--- src/rtl/sipo_frame_rx_if.sv ---
// rtl/sipo_frame_rx_if.sv - serial line and parallel word bundle for sipo_frame_rx
// Purpose: groups the serial input side and the parallel valid/ready output side.
// Signals:
//   sin        serial line, idle high
//   bit_en     bit strobe; sin is sampled only when high
//   dout       received word
//   dout_valid word available
//   dout_ready consumer accepts the word
//   frame_err  one-clk pulse on a bad stop bit
//   overrun    sticky dropped-word flag
//   busy       frame reception in progress
// Modports: master drives the line and ready; slave is the receiver.
interface sipo_frame_rx_if #(
  parameter int WIDTH = 4
);
  logic             sin;
  logic             bit_en;
  logic [WIDTH-1:0] dout;
  logic             dout_valid;
  logic             dout_ready;
  logic             frame_err;
  logic             overrun;
  logic             busy;

  modport master (
    output sin, bit_en, dout_ready,
    input  dout, dout_valid, frame_err, overrun, busy
  );

  modport slave (
    input  sin, bit_en, dout_ready,
    output dout, dout_valid, frame_err, overrun, busy
  );
endinterface

--- src/rtl/sipo_frame_rx.sv ---
// rtl/sipo_frame_rx.sv - serial-to-parallel frame receiver with framing and overrun errors
// Purpose: detects a start bit on an idle-high line, shifts in WIDTH data bits,
//   checks the stop bit and presents the word on a valid/ready interface.
// Ports:
//   clk  rising-edge clock
//   clr  asynchronous active-low reset
//   bus  sipo_frame_rx_if.slave (sin, bit_en, dout_ready in; dout, dout_valid,
//        frame_err, overrun, busy out)
module sipo_frame_rx #(
  parameter int WIDTH     = 4,
  parameter bit MSB_FIRST = 1'b0
) (
  input  logic               clk,
  input  logic               clr,
  sipo_frame_rx_if.slave     bus
);

  localparam int CW = $clog2(WIDTH + 1);

  typedef enum logic [1:0] {
    ST_IDLE,
    ST_DATA,
    ST_STOP,
    ST_BREAK
  } state_t;

  state_t           state_q, state_d;
  logic [WIDTH-1:0] shift_q, shift_d;
  logic [CW-1:0]    cnt_q, cnt_d;
  logic [WIDTH-1:0] dout_q, dout_d;
  logic             valid_q, valid_d;
  logic             ferr_q, ferr_d;
  logic             ovr_q, ovr_d;

  always_ff @(posedge clk or negedge clr) begin
    if (!clr) begin
      state_q <= ST_IDLE;
      shift_q <= '0;
      cnt_q   <= '0;
      dout_q  <= '0;
      valid_q <= 1'b0;
      ferr_q  <= 1'b0;
      ovr_q   <= 1'b0;
    end else begin
      state_q <= state_d;
      shift_q <= shift_d;
      cnt_q   <= cnt_d;
      dout_q  <= dout_d;
      valid_q <= valid_d;
      ferr_q  <= ferr_d;
      ovr_q   <= ovr_d;
    end
  end

  always_comb begin
    state_d = state_q;
    shift_d = shift_q;
    cnt_d   = cnt_q;
    dout_d  = dout_q;
    valid_d = valid_q;
    ovr_d   = ovr_q;
    // frame_err is a single-clock pulse, so it clears on every edge by default
    ferr_d  = 1'b0;

    // The handshake runs on every clock, independent of the bit strobe.
    if (valid_q && bus.dout_ready) begin
      valid_d = 1'b0;
    end

    if (bus.bit_en) begin
      unique case (state_q)
        ST_IDLE: begin
          if (!bus.sin) begin
            state_d = ST_DATA;
            cnt_d   = '0;
          end
        end
        ST_DATA: begin
          if (MSB_FIRST) begin
            shift_d = {shift_q[WIDTH-2:0], bus.sin};
          end else begin
            shift_d = {bus.sin, shift_q[WIDTH-1:1]};
          end
          cnt_d = cnt_q + CW'(1);
          if (cnt_q == CW'(WIDTH - 1)) begin
            state_d = ST_STOP;
          end
        end
        ST_STOP: begin
          if (bus.sin) begin
            state_d = ST_IDLE;
            // A word still held without an accept this edge is kept; the new one is lost.
            if (valid_q && !bus.dout_ready) begin
              ovr_d = 1'b1;
            end else begin
              dout_d  = shift_q;
              valid_d = 1'b1;
            end
          end else begin
            ferr_d  = 1'b1;
            state_d = ST_BREAK;
          end
        end
        ST_BREAK: begin
          // A line held low must return high before another start bit counts.
          if (bus.sin) begin
            state_d = ST_IDLE;
          end
        end
        default: state_d = ST_IDLE;
      endcase
    end
  end

  assign bus.dout       = dout_q;
  assign bus.dout_valid = valid_q;
  assign bus.frame_err  = ferr_q;
  assign bus.overrun    = ovr_q;
  assign bus.busy       = (state_q != ST_IDLE);

endmodule
--- src/flat_wrapper.sv ---
// flat-port wrapper written by rule: the top's interface ports become plain ports
module sipo_frame_rx_flat 
#(
  parameter int WIDTH     = 4,
  parameter bit MSB_FIRST = 1'b0
)
  (clk, clr, bus_sin, bus_bit_en, bus_dout_ready, bus_dout, bus_dout_valid, bus_frame_err, bus_overrun, bus_busy);
  sipo_frame_rx_if #(.WIDTH(WIDTH)) bus_i ();
  input  logic clk;
  input  logic clr;
  input wire logic [$bits(bus_i.sin)-1:0] bus_sin;
  input wire logic [$bits(bus_i.bit_en)-1:0] bus_bit_en;
  input wire logic [$bits(bus_i.dout_ready)-1:0] bus_dout_ready;
  output wire logic [$bits(bus_i.dout)-1:0] bus_dout;
  output wire logic [$bits(bus_i.dout_valid)-1:0] bus_dout_valid;
  output wire logic [$bits(bus_i.frame_err)-1:0] bus_frame_err;
  output wire logic [$bits(bus_i.overrun)-1:0] bus_overrun;
  output wire logic [$bits(bus_i.busy)-1:0] bus_busy;
  assign bus_i.sin = bus_sin;
  assign bus_i.bit_en = bus_bit_en;
  assign bus_i.dout_ready = bus_dout_ready;
  assign bus_dout = bus_i.dout;
  assign bus_dout_valid = bus_i.dout_valid;
  assign bus_frame_err = bus_i.frame_err;
  assign bus_overrun = bus_i.overrun;
  assign bus_busy = bus_i.busy;
  sipo_frame_rx #(.WIDTH(WIDTH), .MSB_FIRST(MSB_FIRST)) u_core (.clk(clk), .clr(clr), .bus(bus_i));
endmodule
--- config.mk ---
export PLATFORM = sky130hd
export DESIGN_NAME = sipo_frame_rx_flat
export DESIGN_NICKNAME = d
export VERILOG_FILES = /design/src/rtl/sipo_frame_rx_if.sv /design/src/rtl/sipo_frame_rx.sv /design/src/flat_wrapper.sv
export SDC_FILE = /design/constraint.sdc
export NUM_CORES = 1
export LEC_CHECK = 0
export BUFFER_PORTS_ARGS = -buffer_cell sky130_fd_sc_hd__buf_2
export CAP_MARGIN = 40
export CORE_UTILIZATION = 50
export CTS_BUF_LIST = sky130_fd_sc_hd__clkbuf_4 sky130_fd_sc_hd__clkbuf_8
export DETAILED_ROUTE_END_ITERATION = 7
export GPL_TIMING_DRIVEN = 0
export PLACE_DENSITY = 0.79
export SYNTH_ARGS = -nofsm -noshare
export SYNTH_HDL_FRONTEND = slang
export SYNTH_SLANG_ARGS = --single-unit
--- constraint.sdc ---
create_clock -name clk -period 1.2 [get_ports clk]
set_input_delay 0.18 -clock clk [delete_from_list [all_inputs] [get_ports clk]]
set_output_delay 0.18 -clock clk [all_outputs]
set_load 0.02 [all_outputs]
Word-level counts from Yosys, hierarchy flattened:

Cells that the tools add are included.

* memories kept: 0
* bits in read-only memories: 0
* output and inout port bits: 8
* RAM bits: 0
* register bits after elaboration: 16
* logic and storage cells: 42
* input bits: 5
* latch bits: 0

* div/mod/pow operators: 0
* shifts and indexed selects: 0
* multipliers: 0
* eq/ne operators: 7
* reductions and logical operators: 11
* add/subtract/negate cells: 1
* multiplexer cells: 15
* bitwise gates (word level): 1
* order comparisons: 0

Operator list (number)
* $reduce_and A4 Y1: 3
* $mux W1: 8
* $mux W2: 4
* $pmux W2 S4: 1
* $pmux W3 S2: 1
* $eq A2 B2 Y1 const B: 2
* $ne A2 B2 Y1 const B: 2
* $reduce_bool A2 Y1: 2
* $add A3 B1 Y3 const B: 1
* $eq A3 B2 Y1 const B: 1
* $mux W3: 1
* $reduce_and A3 Y1: 1
* $eq A2 B1 Y1 const B: 1
* $logic_and A1 B1 Y1: 2
* $logic_not A2 Y1: 1
* $ne A2 B1 Y1 const B: 1
* $reduce_and A2 Y1: 1
* $logic_not A1 Y1: 1
* $not A1 Y1: 1

Depth between registers and ports, before layout:

* depth after elaboration: 6
* mapped depth: 5
* gate-level depth less buffers: 5

Worst setup path after synthesis:

Ideal clock, no wire load.

* kind: reg2reg
* start point: reg u_core.state_q[0]
* end point: reg u_core.dout_q[0], in the netlist u_core.bus.dout[0]
* path buffers: 1
* data required time: 1075 ps
* slack: -88 ps
* clock period less this slack: 1288 ps
* arrival: 1163 ps
* library setup time: 125 ps
* cell stages (with the launch flop): 5
* path through: dfrtp_1 -> buf_4 -> nand4b_4 -> nor2b_4 -> mux2_2

* longest elaborated chain between the ends: 2

RTL lines
* from (decl): line sipo_frame_rx.sv:27 `state_t state_q, state_d;`
* from (signal assigned): line sipo_frame_rx.sv:45 `state_q <= state_d;`
* $eq A2 B2 Y1: line sipo_frame_rx.sv:71 `unique case (state_q)`
* $reduce_and A4 Y1 (no line)
* to (signal assigned): line sipo_frame_rx.sv:48 `dout_q <= dout_d;`
* to (decl): line sipo_frame_rx.sv:30 `logic [WIDTH-1:0] dout_q, dout_d;`

Every way passes these cells.
A chain may end at the register's enable or synchronous reset.

Worst setup path after layout:

* start point: reg u_core.state_q[1]
* end point: reg u_core.dout_q[1], in the netlist u_core.bus.dout[1]

The elaborated chain is that of the path after synthesis.

==> flow_summary_export.csv <==
group,metric,value,unit
pwr,p_per_area,2494,nW/um^2
synth,yosys.area.top_type,"dfrtp_1",
sta,fin_crit_sh,110.3,%
worst_setup_path,critPathTopFamily,"flip-flops",
clock_tree,cts_root_buf,"clkbuf_4",
sta,setup_ws,-123.5,ps
detailed_routing,vias_per_cell,5.278,
worst_setup_path,r2r_end,"u_core.bus.dout[1]$_DFFE_PN0P_",
sta,whs,140.5,ps
global_routing,grt_antenna_before_repair,0,
sta,timing_hold_violations_final,0,
worst_setup_path,cp-endpoint,"u_core.bus.dout[1]$_DFFE_PN0P_",
worst_setup_path,cp_max_fo,4,
global_routing,grt_pass1_wl,1863,um
detailed_routing,final_antenna_net_count,0,
worst_setup_path,rr_worst_depth,4,
layout,n_fill_cell,89,
detailed_routing,num_vias,475,
synth,ys_ff_latch,16,
global_routing,grt_max_degree,17,
pwr,p_total,2.296,mW
global_routing,grt_use_total,18.17,%
layout,final_area,920.9,sq um
detailed_routing,firstDrtPassIters,4,
synth,synthDistinctLibCells,23,
floorplanning,die_width,39.57,um
sta,relSlewSlack,76.94,%
worst_setup_path,crit_arrival,1500,ps
pwr,ir_worst_vdd,0.001147,V
worst_setup_path,ff2ff_setup_slack,-120,ps
placement,place.gp.congestion,0.7388,
sta,worst_slew_pin_slew,345.9,ps
worst_setup_path,cp.depth,4,
synth,ys_seq_area_share,56.74,%
worst_setup_path,critPathMaxStageDelay,430,ps
status,violations,"setup timing",
sta,drv_slew,0,
clock_tree,clk_latency,290,ps
sta,fin_crit,1323,ps
detailed_routing,drt_iter0_markers,13,
synth,syn_inst,53,
clock_tree,cts.clk_slew.worst_paths,100,ps
floorplanning,coreArea,1301,sq um
global_routing,grt_pass1_vias,413,
sta,rsz0062_at_grt,"yes",
placement,dp_hpwl,771.6,um
global_routing,grt-ovfl-total,0,
worst_setup_path,worst-path-buf-inv,1,
sta,skew,6.346,ps
floorplanning,floorplan.initialDensity,54.23,%
synth,synth_top_area_share,56.74,%
clock_tree,cts_buffers,3,
clock_tree,clock_sinks,16,
synth,yosys_warnings,0,
floorplanning,die_area,1565,sq um
worst_setup_path,cp-start-kind,"register",
worst_setup_path,crit_type,"register to register",
detailed_routing,drc,0,
worst_setup_path,cp-end-kind,"register",
clock_tree,cts_buffer_depth,2,
pwr,power.leakage,0.4860,nW
detailed_routing,wl_per_cell,14.06,um
layout,diodes,0,
sta,setup_viol_count_final,8,
floorplanning,ioPinCount,13,
floorplanning,die_h,39.57,um
sta,max_freq,755.6,MHz
detailed_routing,routed_wl,1265,um
clock_tree,htree_levels,1,
status,run_status,"finished with violations",
clock_tree,cts_tree,"done",
layout,syn_to_final_growth,30.50,%
floorplanning,row_count,13,
worst_setup_path,required,1380,ps
placement,postPlaceCellArea,794.5,sq um
layout,nets,83,
worst_setup_path,crit_chain,"buf_6 > nand4b_4 > nor2b_4 > mux2_4",
worst_setup_path,slowest_stage,"dfrtp_1",
synth,syn_nets,60,
worst_setup_path,crit_start,"u_core.state_q[1]$_DFFE_PN0P_",
run,cap_violations,0,
synth,synthesis.area,705.7,sq um
synth,ys_top_cells_by_area,"dfrtp_1 57%, mux2_2 6.4%, mux2_4 6.4%",
worst_hold_path,min_path_type,"primary input to register",
synth,syn_area_per_cell,13.31,sq um
worst_setup_path,rr_startpoint,"u_core.state_q[1]$_DFFE_PN0P_",
placement,port_buffers,12,
layout,drive_gt1_share,50.67,%
-- synthesized netlist by cell type --
| library cell | instances |
|---|---|
| a21oi_1 | 2 |
| buf_4 | 1 |
| nor3_1 | 1 |
| buf_2 | 1 |
| dfrtp_1 | 16 |
| nand2b_1 | 1 |
| nor2b_4 | 1 |
| a21o_1 | 1 |
| mux2_2 | 4 |
| and2b_1 | 1 |
| o21ai_0 | 4 |
| mux2_4 | 3 |
| o2bb2ai_1 | 1 |
| nand2_1 | 4 |
| nand2_2 | 1 |
| nor4bb_1 | 1 |
| o21bai_1 | 1 |
| a31oi_1 | 2 |
| inv_1 | 2 |
| or2_2 | 1 |
| ha_1 | 2 |
| a32o_1 | 1 |
| nand4b_4 | 1 |
-- through the flow --
step           cells  worst slack [ps]  setup TNS (ps)  utilization [%]
6_report          90            -123.5          -570.1            70.77
5_1_grt           90            -159.5          -882.0            70.77
4_1_cts           91            -139.9          -755.6            70.38
3_5_place_dp      80            -161.8          -963.8            61.06
3_3_place_gp      80            -130.6          -737.5            61.06
2_1_floorplan     53            -73.46          -345.3                -
-- report_power, final --
part | switching (mW) | internal, mW | total (mW) | leakage (nW)
combinational | 0.461 | 0.571 | 1.03 | 0.260
sequential | 0.154 | 0.755 | 0.909 | 0.205
clock | 0.170 | 0.185 | 0.355 | 0.0210
total | 0.786 | 1.51 | 2.30 | 0.486
-- cell type report --
type	instances	area [sq um]	area share (%)
clock buffers	4	36.28	3.940
repair buffers	20	136.4	14.81
inverters	2	7.507	0.8152
flip-flops and latches	16	400.4	43.48
multi-input cells	33	321.6	34.92
well taps	15	18.77	2.038
-- cells in the final DEF, fill, tap and decap left out, types with 2 or more instances in the layout --
cell / n
a21oi_1: 2
buf_6: 3
mux2_4: 7
clkbuf_4: 3
buf_2: 11
inv_1: 2
dfrtp_1: 16
a31oi_1: 2
buf_4: 5
o21ai_0: 2
nand2_1: 4
-- worst register-to-register path: stages (launching register included) --
cell      delay [ps]
dfrtp_1          430
buf_6            130
nand4b_4         120
nor2b_4          230
mux2_4           330
-- kinds of logic (layout without fill, tap and decap cells) --
family                     count (synthesis)  after routing  synth area share [%]
muxes                                      7              7                 12.77
DFF                                       16             16                 56.74
AOI/OAI and AO/OA                         12             12                 10.82
and+or+nand+nor                           12             12                 13.30
adders and majority gates                  2              2                 3.546
buffers and inverters                      4             26                 2.837
-- worst min-delay path by stage --
stage / startpoint / end / slack [ps] / cells after the start
floorplan: clr / u_core.bus.dout[0]$_DFFE_PN0P_ / -120 / 0
global placement: clr / u_core.bus.dout[0]$_DFFE_PN0P_ / 100 / 1
detailed placement: clr / u_core.bus.dout[0]$_DFFE_PN0P_ / 110 / 1
CTS: bus_sin / u_core.bus.frame_err$_DFF_PN0_ / 140 / 2
global route: bus_sin / u_core.bus.frame_err$_DFF_PN0_ / 150 / 2
finish: bus_sin / u_core.bus.frame_err$_DFF_PN0_ / 140 / 2
-- state kept, by name, summed over array words and instances, names as in the netlist --
name	count
u_core.shift_q	4
u_core.state_q	2
u_core.bus.dout_valid	1
u_core.bus.dout	4
u_core.cnt_q	3
u_core.bus.overrun	1
u_core.bus.frame_err	1
-- what timing repair did --
action	in CTS	in global routing
setup endpoints to repair	10	12
endpoints found under the hold margin	16	0
gates resized for setup	10	6
pin swaps	1	5
buffers inserted	6	1
hold buffers	1	0
-- layer usage --
metal  up-vias  track usage [%]  wire, um
met2         7            27.05       622
met4         0            10.34         5
li1        231                -         -
met3         2            1.705        29
met1       235            25.45       608
met5         -                0         0
No activity file was read; power rests on OpenSTA's default activity.
